==> config.mk <==
export PLATFORM = sky130hd
export DESIGN_NAME = fetch_unit
export DESIGN_NICKNAME = d
export VERILOG_FILES = /design/src/rtl/fetch_unit.sv
export SDC_FILE = /design/constraint.sdc
export NUM_CORES = 1
export LEC_CHECK = 0
export CAP_MARGIN = 30
export CORE_UTILIZATION = 47
export DETAILED_ROUTE_END_ITERATION = 7
export GPL_ROUTABILITY_DRIVEN = 0
export PLACE_DENSITY = 0.86
export SYNTH_ARGS = -nofsm -noshare
export SYNTH_HDL_FRONTEND = slang
export SYNTH_SLANG_ARGS = --single-unit
==> constraint.sdc <==
create_clock -name clk -period 4.2 [get_ports clk]
set_clock_uncertainty 0.15 [all_clocks]
set_input_delay 1.26 -clock clk [delete_from_list [all_inputs] [get_ports clk]]
set_output_delay 1.26 -clock clk [all_outputs]
set_load 0.02 [all_outputs]
==> src/rtl/fetch_unit.sv <==
// Instruction-fetch front end for the pipelined RV32 core.
//
// Owns the fetch PC, issues in-order requests to a variable-latency
// instruction memory, buffers returned instructions with their PCs in a
// small FIFO and presents the FIFO head to decode. A redirect from execute
// clears the FIFO and discards every response still in flight.
//
// Optional feature: define FETCH_PERF_EN to add the perf_fetched and
// perf_bubbles counters and ports.
//
// Ports:
//   clk, rst          clock, asynchronous active-high reset
//   imem_req_valid    fetch request valid
//   imem_req_ready    memory accepts the request this cycle
//   imem_addr         word-aligned request address (fetch PC)
//   imem_rsp_valid    in-order response valid
//   imem_rdata        returned instruction
//   StallF            decode cannot accept; hold outputs
//   PCSrcE/PCTargetE  redirect request and target from execute
//   flushD            decode flush, asserted in the redirect cycle
//   validF            InstrF/PCF/PCPlus4F hold a real instruction
//   InstrF/PCF/PCPlus4F  FIFO head, all zero when !validF
//   perf_fetched      (FETCH_PERF_EN) saturating count of pops
//   perf_bubbles      (FETCH_PERF_EN) saturating count of !validF && !StallF
//
// state | meaning
// ------+----------------------------------------------------------
// RUN   | normal fetch; requests issued while credits remain
// DRAIN | after redirect; no requests, stale responses discarded

module fetch_unit #(
    parameter int               WIDTH    = 32,
    parameter logic [WIDTH-1:0] RESET_PC = 32'h0000_0000,
    parameter int               DEPTH    = 2
) (
    input  logic             clk,
    input  logic             rst,
    output logic             imem_req_valid,
    input  logic             imem_req_ready,
    output logic [WIDTH-1:0] imem_addr,
    input  logic             imem_rsp_valid,
    input  logic [WIDTH-1:0] imem_rdata,
    input  logic             StallF,
    input  logic             PCSrcE,
    input  logic [WIDTH-1:0] PCTargetE,
    output logic             flushD,
    output logic             validF,
    output logic [WIDTH-1:0] InstrF,
    output logic [WIDTH-1:0] PCF,
    output logic [WIDTH-1:0] PCPlus4F
`ifdef FETCH_PERF_EN
    ,
    output logic [WIDTH-1:0] perf_fetched,
    output logic [WIDTH-1:0] perf_bubbles
`endif
);

    localparam int AW = $clog2(DEPTH);
    localparam int CW = $clog2(DEPTH + 1);

    typedef enum logic {
        RUN   = 1'b0,
        DRAIN = 1'b1
    } state_t;

    state_t           state, state_next;
    logic [WIDTH-1:0] fetch_pc;
    logic [CW-1:0]    outstanding, outstanding_next;
    logic [CW-1:0]    drop, drop_next;
    logic [CW-1:0]    fifo_count;
    logic [CW:0]      credit_used;
    logic [AW-1:0]    fifo_wr, fifo_rd, pcq_wr, pcq_rd;
    logic [WIDTH-1:0] fifo_instr [DEPTH];
    logic [WIDTH-1:0] fifo_pc    [DEPTH];
    logic [WIDTH-1:0] pcq        [DEPTH];
    logic             issue, rsp_take, push, pop;

    // Credits cover both buffered entries and requests in flight, so a
    // response always has a FIFO slot waiting for it.
    assign credit_used      = {1'b0, fifo_count} + {1'b0, outstanding};
    assign issue            = imem_req_valid && imem_req_ready;
    assign rsp_take         = imem_rsp_valid && (outstanding != '0);
    assign push             = rsp_take && (drop == '0) && !PCSrcE;
    assign pop              = validF && !StallF && !PCSrcE;
    assign outstanding_next = outstanding + CW'(issue) - CW'(rsp_take);

    // On redirect everything still in flight becomes stale; a response
    // consumed in the same cycle is already accounted for. No request is
    // issued in a redirect cycle, so issue does not enter this term.
    assign drop_next = PCSrcE ? (outstanding - CW'(rsp_take))
                              : (drop - CW'(rsp_take && (drop != '0)));

    always_comb begin
        state_next     = state;
        imem_req_valid = 1'b0;
        flushD         = PCSrcE;
        case (state)
            RUN: begin
                imem_req_valid = !rst && !PCSrcE && (credit_used < (CW+1)'(DEPTH));
                if (drop_next != '0) state_next = DRAIN;
            end
            DRAIN: begin
                if (drop_next == '0) state_next = RUN;
            end
            default: state_next = RUN;
        endcase
    end

    always_ff @(posedge clk or posedge rst) begin
        if (rst) state <= RUN;
        else     state <= state_next;
    end

    always_ff @(posedge clk or posedge rst) begin
        if (rst) begin
            fetch_pc    <= RESET_PC;
            outstanding <= '0;
            drop        <= '0;
            fifo_count  <= '0;
            fifo_wr     <= '0;
            fifo_rd     <= '0;
            pcq_wr      <= '0;
            pcq_rd      <= '0;
        end else begin
            outstanding <= outstanding_next;
            drop        <= drop_next;
            if (PCSrcE) begin
                fetch_pc   <= PCTargetE & ~WIDTH'(3);
                fifo_count <= '0;
                fifo_wr    <= '0;
                fifo_rd    <= '0;
                pcq_wr     <= '0;
                pcq_rd     <= '0;
            end else begin
                if (issue) begin
                    fetch_pc <= fetch_pc + WIDTH'(4);
                    pcq_wr   <= pcq_wr + AW'(1);
                end
                if (push) begin
                    fifo_wr <= fifo_wr + AW'(1);
                    pcq_rd  <= pcq_rd + AW'(1);
                end
                if (pop) fifo_rd <= fifo_rd + AW'(1);
                fifo_count <= fifo_count + CW'(push) - CW'(pop);
            end
        end
    end

    // Storage arrays carry no reset; validity comes from the pointers.
    always_ff @(posedge clk) begin
        if (issue) pcq[pcq_wr] <= fetch_pc;
        if (push) begin
            fifo_instr[fifo_wr] <= imem_rdata;
            fifo_pc[fifo_wr]    <= pcq[pcq_rd];
        end
    end

    assign imem_addr = fetch_pc;
    assign validF    = (fifo_count != '0);
    assign InstrF    = validF ? fifo_instr[fifo_rd] : '0;
    assign PCF       = validF ? fifo_pc[fifo_rd] : '0;
    assign PCPlus4F  = validF ? (fifo_pc[fifo_rd] + WIDTH'(4)) : '0;

`ifdef FETCH_PERF_EN
    always_ff @(posedge clk or posedge rst) begin
        if (rst) begin
            perf_fetched <= '0;
            perf_bubbles <= '0;
        end else begin
            if (pop && (perf_fetched != '1))
                perf_fetched <= perf_fetched + WIDTH'(1);
            if (!validF && !StallF && (perf_bubbles != '1))
                perf_bubbles <= perf_bubbles + WIDTH'(1);
        end
    end
`endif

endmodule
==> results.py <==
metrics = {
    "floorplan": {
        "core_area_mm2": 0.0211,
        "num_rows": 53,
        "die_w_um": 149,
        "num_io_pins": 201,
        "die-area_mm2": 0.0222,
        "die_y_um": 149,
        "initial_core_util_pct": 48.1,
    },
    "clocking": {
        "cts_max_path_buffers": 3,
        "root_buffer": "clkbuf_16",
        "cts_max_level": 1,
        "insertion_delay_ns": 0.50,
        "cts.clk_slew.worst_paths_ns": 0.06,
        "cts_sinks": 225,
        "cts_made_buffers": 23,
        "cts_tree": "yes",
        "ctsHoldBuffers": 0,
    },
    "power_and_ir_drop": {
        "cellPowerDensity_mw_per_mm2": 498,
        "switchingPower_mw": 1.99,
        "power.total_mw": 6.68,
        "clock_power_share_pct": 30.7,
        "intPower_mw": 4.68,
        "peakVddDrop_v": 0.000285,
        "p_comb_share_pct": 27.5,
        "pwr-share-seq_pct": 41.8,
        "switching_share_pct": 29.8,
        "p_leak_nw": 4.66,
    },
    "global_routing": {
        "antenna_found_initial": 0,
        "grt_max_degree": 81,
        "grt_first_pass_wirelength_um": 36400,
        "grt_use_total_pct": 20.8,
        "grt_pass1_vias": 6894,
        "overflow": 0,
    },
    "drt": {
        "drcViolationCount": 0,
        "drt_wl_total_um": 23600,
        "drtAntennaViolNets": 0,
        "viasPerCell": 5.49,
        "first_iter_violations": 472,
        "dr.pass1.iters": 5,
        "detail_route.wl_per_cell_um": 18.2,
        "vias": 7104,
    },
    "sta": {
        "min_period_over_period_pct": 100,
        "finalHoldViolCount": 0,
        "tns_ns": -0.0109,
        "fin_ws_ns": -0.0109,
        "fmax_mhz": 237,
        "tightest_slew_ns": 0.855,
        "holdWs_ns": 0.412,
        "finalSetupViolCount": 1,
        "slew_viol_final": 0,
        "slew_headroom_pct": 42.9,
        "rsz0062_at_grt": "yes",
        "period_minus_slack_ns": 4.21,
    },
    "finish": {
        "fin_area_mm2": 0.0134,
        "drive_above_1_share_pct": 14.5,
        "final_cell_mix": "edfxtp_1 (184), clkdlybuf4s50_1 (168), nor2_1 (97)",
        "fillers": 1537,
        "final_common_cell": "edfxtp_1",
        "antenna_cells": 0,
        "synthToLayoutAreaGrowth_pct": 32.3,
        "utilization_pct": 63.6,
        "stdcell_count": 1294,
        "nets": 1082,
    },
    "logic_synthesis": {
        "ys_warn_count": 0,
        "ys_types": 54,
        "ys_ff_latch": 225,
        "netlist.area_leader.share_pct": 54.5,
        "synth_flop_cell": "edfxtp_1",
        "async_flop_share_pct": 18.2,
        "yosysTopAreaCell": "edfxtp_1",
        "ys_seq_area_share_pct": 64.6,
        "synth_cells": 782,
        "synth_edf_count": 184,
        "synth_area_mm2": 0.0101,
        "syn_avg_cell_area_um2": 13.0,
        "synth.area.top_cells": "edfxtp_1 (54%), dfrtp_1 (10%), mux2i_1 (6.0%), mux2_2 (3.9%), nor2_1 (3.7%)",
    },
    "placement": {
        "preCtsSetupSlack_ns": -0.0216,
        "hpwl_um": 15900,
        "dp.cells": 1248,
        "place_area_mm2": 0.0126,
        "port_buffers": 192,
    },
    "critical_path": {
        "crit_type": "reg2out",
        "reg2reg_depth": 9,
        "reg2reg_slack_ns": 1.24,
        "cp_max_fo": 12,
        "crit-reg2reg-launch": "outstanding[0]$_DFF_PP0_",
        "cp-end-kind": "primary output",
        "crit_arrival_ns": 2.80,
        "reg2reg_to": "imem_addr[8]$_DFFE_PP0P_",
        "worst_setup_path_start_kind": "flop",
        "required_ns": 2.79,
    },
    "outcome": {
        "status": "complete, but fails checks",
        "violations": "negative setup slack",
    },
    "worst_hold_path": {
        "hold_depth": 1,
        "hold_start": "pcq[0][30]$_DFFE_PP_",
        "hold_end": "fifo_pc[0][30]$_DFFE_PP_",
        "hp-class": "reg2reg",
    },
    "job": {
        "maxCapViolations": 0,
    },
}
-- worst max-delay path by stage --
stage | cells past startpoint | to | from
after floorplan | 5 | fifo_instr[0][0]$_DFFE_PP_ | PCSrcE
after global placement | 6 | PCPlus4F[31] | fifo_rd$_DFFE_PP0P_
after detailed placement | 10 | PCPlus4F[22] | fifo_rd$_DFFE_PP0P_
after CTS | 10 | PCPlus4F[22] | fifo_rd$_DFFE_PP0P_
after global routing | 8 | PCPlus4F[22] | fifo_rd$_DFFE_PP0P_
final | 8 | PCPlus4F[27] | fifo_rd$_DFFE_PP0P_
-- final cells by class --
class,instances,area (um2),area share [%]
clock buffer,32,662,4.93
clock inverter,9,111,0.830
inverter,16,60.1,0.448
multi-input combinational,504,3450,25.7
sequential,225,6560,48.9
tap,275,344,2.56
timing repair buffer,233,2230,16.6
-- power groups by stage --
stage / combinational (mW) / clock [mW] / sequential [mW]
2_1_floorplan: 1.06 / 0 / 2.81
3_3_place_gp: 1.79 / 0 / 2.82
3_5_place_dp: 1.83 / 0 / 2.83
4_1_cts: 1.84 / 2.07 / 2.79
5_1_grt: 1.97 / 2.16 / 2.81
6_report: 1.84 / 2.05 / 2.79
-- critical path: stages (launching register included) --
cell	delay [ns]
dfrtp_4	0.54
nand3b_1	0.20
a222oi_1	0.34
buf_4	0.18
nand3_2	0.15
buf_4	0.20
buf_4	0.13
o31ai_1	0.22
clkdlybuf4s15_1	0.33
-- flip-flops by register name, indices dropped and copies added (netlist names) --
signal       flops
drop             2
fifo_count       2
fifo_instr      64
fifo_pc         60
fifo_rd          1
fifo_wr          1
imem_addr       30
outstanding      2
pcq             60
pcq_rd           1
pcq_wr           1
state            1
-- synth_stat cells, drive strengths merged (10+ instances only) --
cell type	instances
xnor2	16
mux2	35
edfxtp	184
clkbuf	20
nand4	29
and2	14
mux2i	61
nor2	101
o21ai	30
nand2	58
nand3	34
dfrtp	41
buf	22
nor3	10
inv	16
nor4	10
-- per-layer routing --
layer | track usage (%) | routed length, um | vias to the layer above
li1 | - | - | 3370
met1 | 29.1 | 10500 | 3432
met2 | 34.4 | 11200 | 273
met3 | 2.54 | 1460 | 29
met4 | 5.46 | 422 | 0
met5 | 0 | 0 | -
-- cells by family after synthesis --
family	share of synthesized area [%]
simple gates	13.6
flops	64.6
mux	9.91
compound gates	5.92
buf+inv	2.67
xor+xnor	2.07
fa+ha+maj	1.18
other cells	0.0370
-- timing repair --
item	CTS	global route
gates resized for setup	64	19
cloned	0	0
endpoints found under the setup margin	24	14
buffers inserted	5	0
pin swaps	4	3
Power figures use the tool's default switching activity.
==> RTL edit (same flow settings) <==
Build with the macro `FETCH_PERF_EN` defined.
--- a/src/rtl/fetch_unit.sv
+++ b/src/rtl/fetch_unit.sv
@@ -28,4 +28,6 @@
 // RUN   | normal fetch; requests issued while credits remain
 // DRAIN | after redirect; no requests, stale responses discarded
+
+`define FETCH_PERF_EN
 
 module fetch_unit #(
Function (old outputs only; new: perf_bubbles and perf_fetched): kept (equiv_simple and equiv_induct, registers matched by name and starting in step).
==> RTL edit against the original RTL <==
  * Total power increased by 25%
  * Maximum frequency decreased by 1.9%
  * Synthesized area increased by 31%
  * Wire length increased by 38%
  * Worst setup slack got worse by 0.080 ns
  * Final area increased by 32%
  * The run still ends with setup timing left
  * Sequential share of layout area decreased by 2.9 points
  * Sequential cell count increased by 64
  * Critical endpoint is now PCPlus4F[24]
  * Register-to-register slack got worse by 0.14 ns
  * Highest routed layer is now met5
==> RTL edit: results <==
{
  "outcome": "finished, violations left",
  "violations": "setup timing",
  "yosysSeqAreaShare": 0.612,
  "nNetsFinal": 1461,
  "critPathMaxFanout": 8,
  "vdd_ir_drop_max_uv": 362,
  "num_vias": 9733,
  "reg2reg_slack_ns": 1.10,
  "grt_pass1_wl_um": 49500,
  "antenna_found_initial": 1,
  "dp_cells": 1713,
  "synthTopCellsByArea": "edfxtp_1 41%, dfrtp_1 20%, mux2i_1 4.7%",
  "final_cells": 1783,
  "insertion_delay_ns": 0.56,
  "routed_wirelength_um": 32600,
  "crit_arrival_ns": 2.88,
  "hpwlAfterDp_um": 22700,
  "setup_viol": 12,
  "yosys-top-cells-count": "184 x edfxtp_1, 121 x nor2_1, 105 x dfrtp_1, 82 x nand2_1, 62 x mux2i_1",
  "fin_tns_setup_ns": -0.570,
  "grt_pass1_vias": 9474,
  "worst_pin_slew_ns": 0.937,
  "fin_ws_ns": -0.0910,
  "p_leak_uw": 0.00665,
  "drtIter0Drc": 562,
  "async_flop_share": 0.363
}
-- RTL edit: cell count changes after synthesis, moves of 11 or more --
cell,before,now
xnor2_1,16,44
nand2_1,58,82
nor3_1,10,29
nand4_1,29,41
nor2_1,101,121
and3_1,4,15
dfrtp_1,41,105
xor2_1,8,44
-- RTL edit: worst reg2reg max path, delay by kind of cell, from the launching register on --
kind	cells	cell delay (ns)
simple gates	4	1.18
buf+inv	3	0.55
fa+ha+maj	1	0.48
flops	1	0.43
-- RTL edit: final cells by class --
class / count / area (sq um)
sequential: 289 / 8160
fill: 2047 / 10100
antenna: 1 / 2.50
clock inverter: 15 / 171
timing repair buffer: 319 / 3070
inverter: 22 / 85.1
clock buffer: 41 / 812
multi-input combinational: 718 / 4990
tap: 378 / 473
-- RTL edit: cells by family after synthesis --
family / Yosys count / synth area share
compound gates: 102 / 0.0568
xor+xnor: 88 / 0.0578
fa+ha+maj: 11 / 0.0109
buf+inv: 70 / 0.0254
flops: 289 / 0.612
mux: 95 / 0.0744
other cells: 1 / 0.000281
simple gates: 416 / 0.163
-- RTL edit: metal layers --
layer / part of all wire / vias up / track usage
li1: - / 4568 / -
met1: 0.40 / 4712 / 0.268
met2: 0.48 / 375 / 0.368
met3: 0.087 / 76 / 0.0607
met4: 0.033 / 2 / 0.0752
met5: 0.00040 / - / 0
-- RTL edit: timing repair --
item / in CTS / in global routing
setup buffers: 9 / 4
endpoints found under the setup margin: 35 / 38
resized for setup: 102 / 32
pin swaps: 6 / 5
-- RTL edit: worst paths after layout --
kind,from,to,depth (start not counted)
worst max-delay path,fifo_rd,PCPlus4F[24],12
worst min-delay path,perf_fetched[19],perf_fetched[19],1
worst max register to register,fifo_count[0],pcq[0][17],8
worst min register to register,perf_fetched[19],perf_fetched[19],1
max in group asynchronous,rst,perf_fetched[1],4
min in group asynchronous,rst,fifo_count[1],3
-- RTL edit: report_power, final --
part | switching [uW] | leakage, uW | internal [uW]
combinational | 1210 | 0.00316 | 988
sequential | 239 | 0.00301 | 3290
clock | 1070 | 0.000478 | 1540
total | 2520 | 0.00665 | 5820
-- RTL edit: stage by stage --
step	setup slack (ns)	cell area, sq um	power, uW	hold WS, ns
finish	-0.0910	17800	8340	0.336
global placement	0.0289	16600	5680	0.333
detailed placement	0.00719	16600	5750	0.331
global route	-0.223	17800	8700	0.370
floorplan	-1.02	13400	4780	0.359
CTS	-0.117	17700	8370	0.346
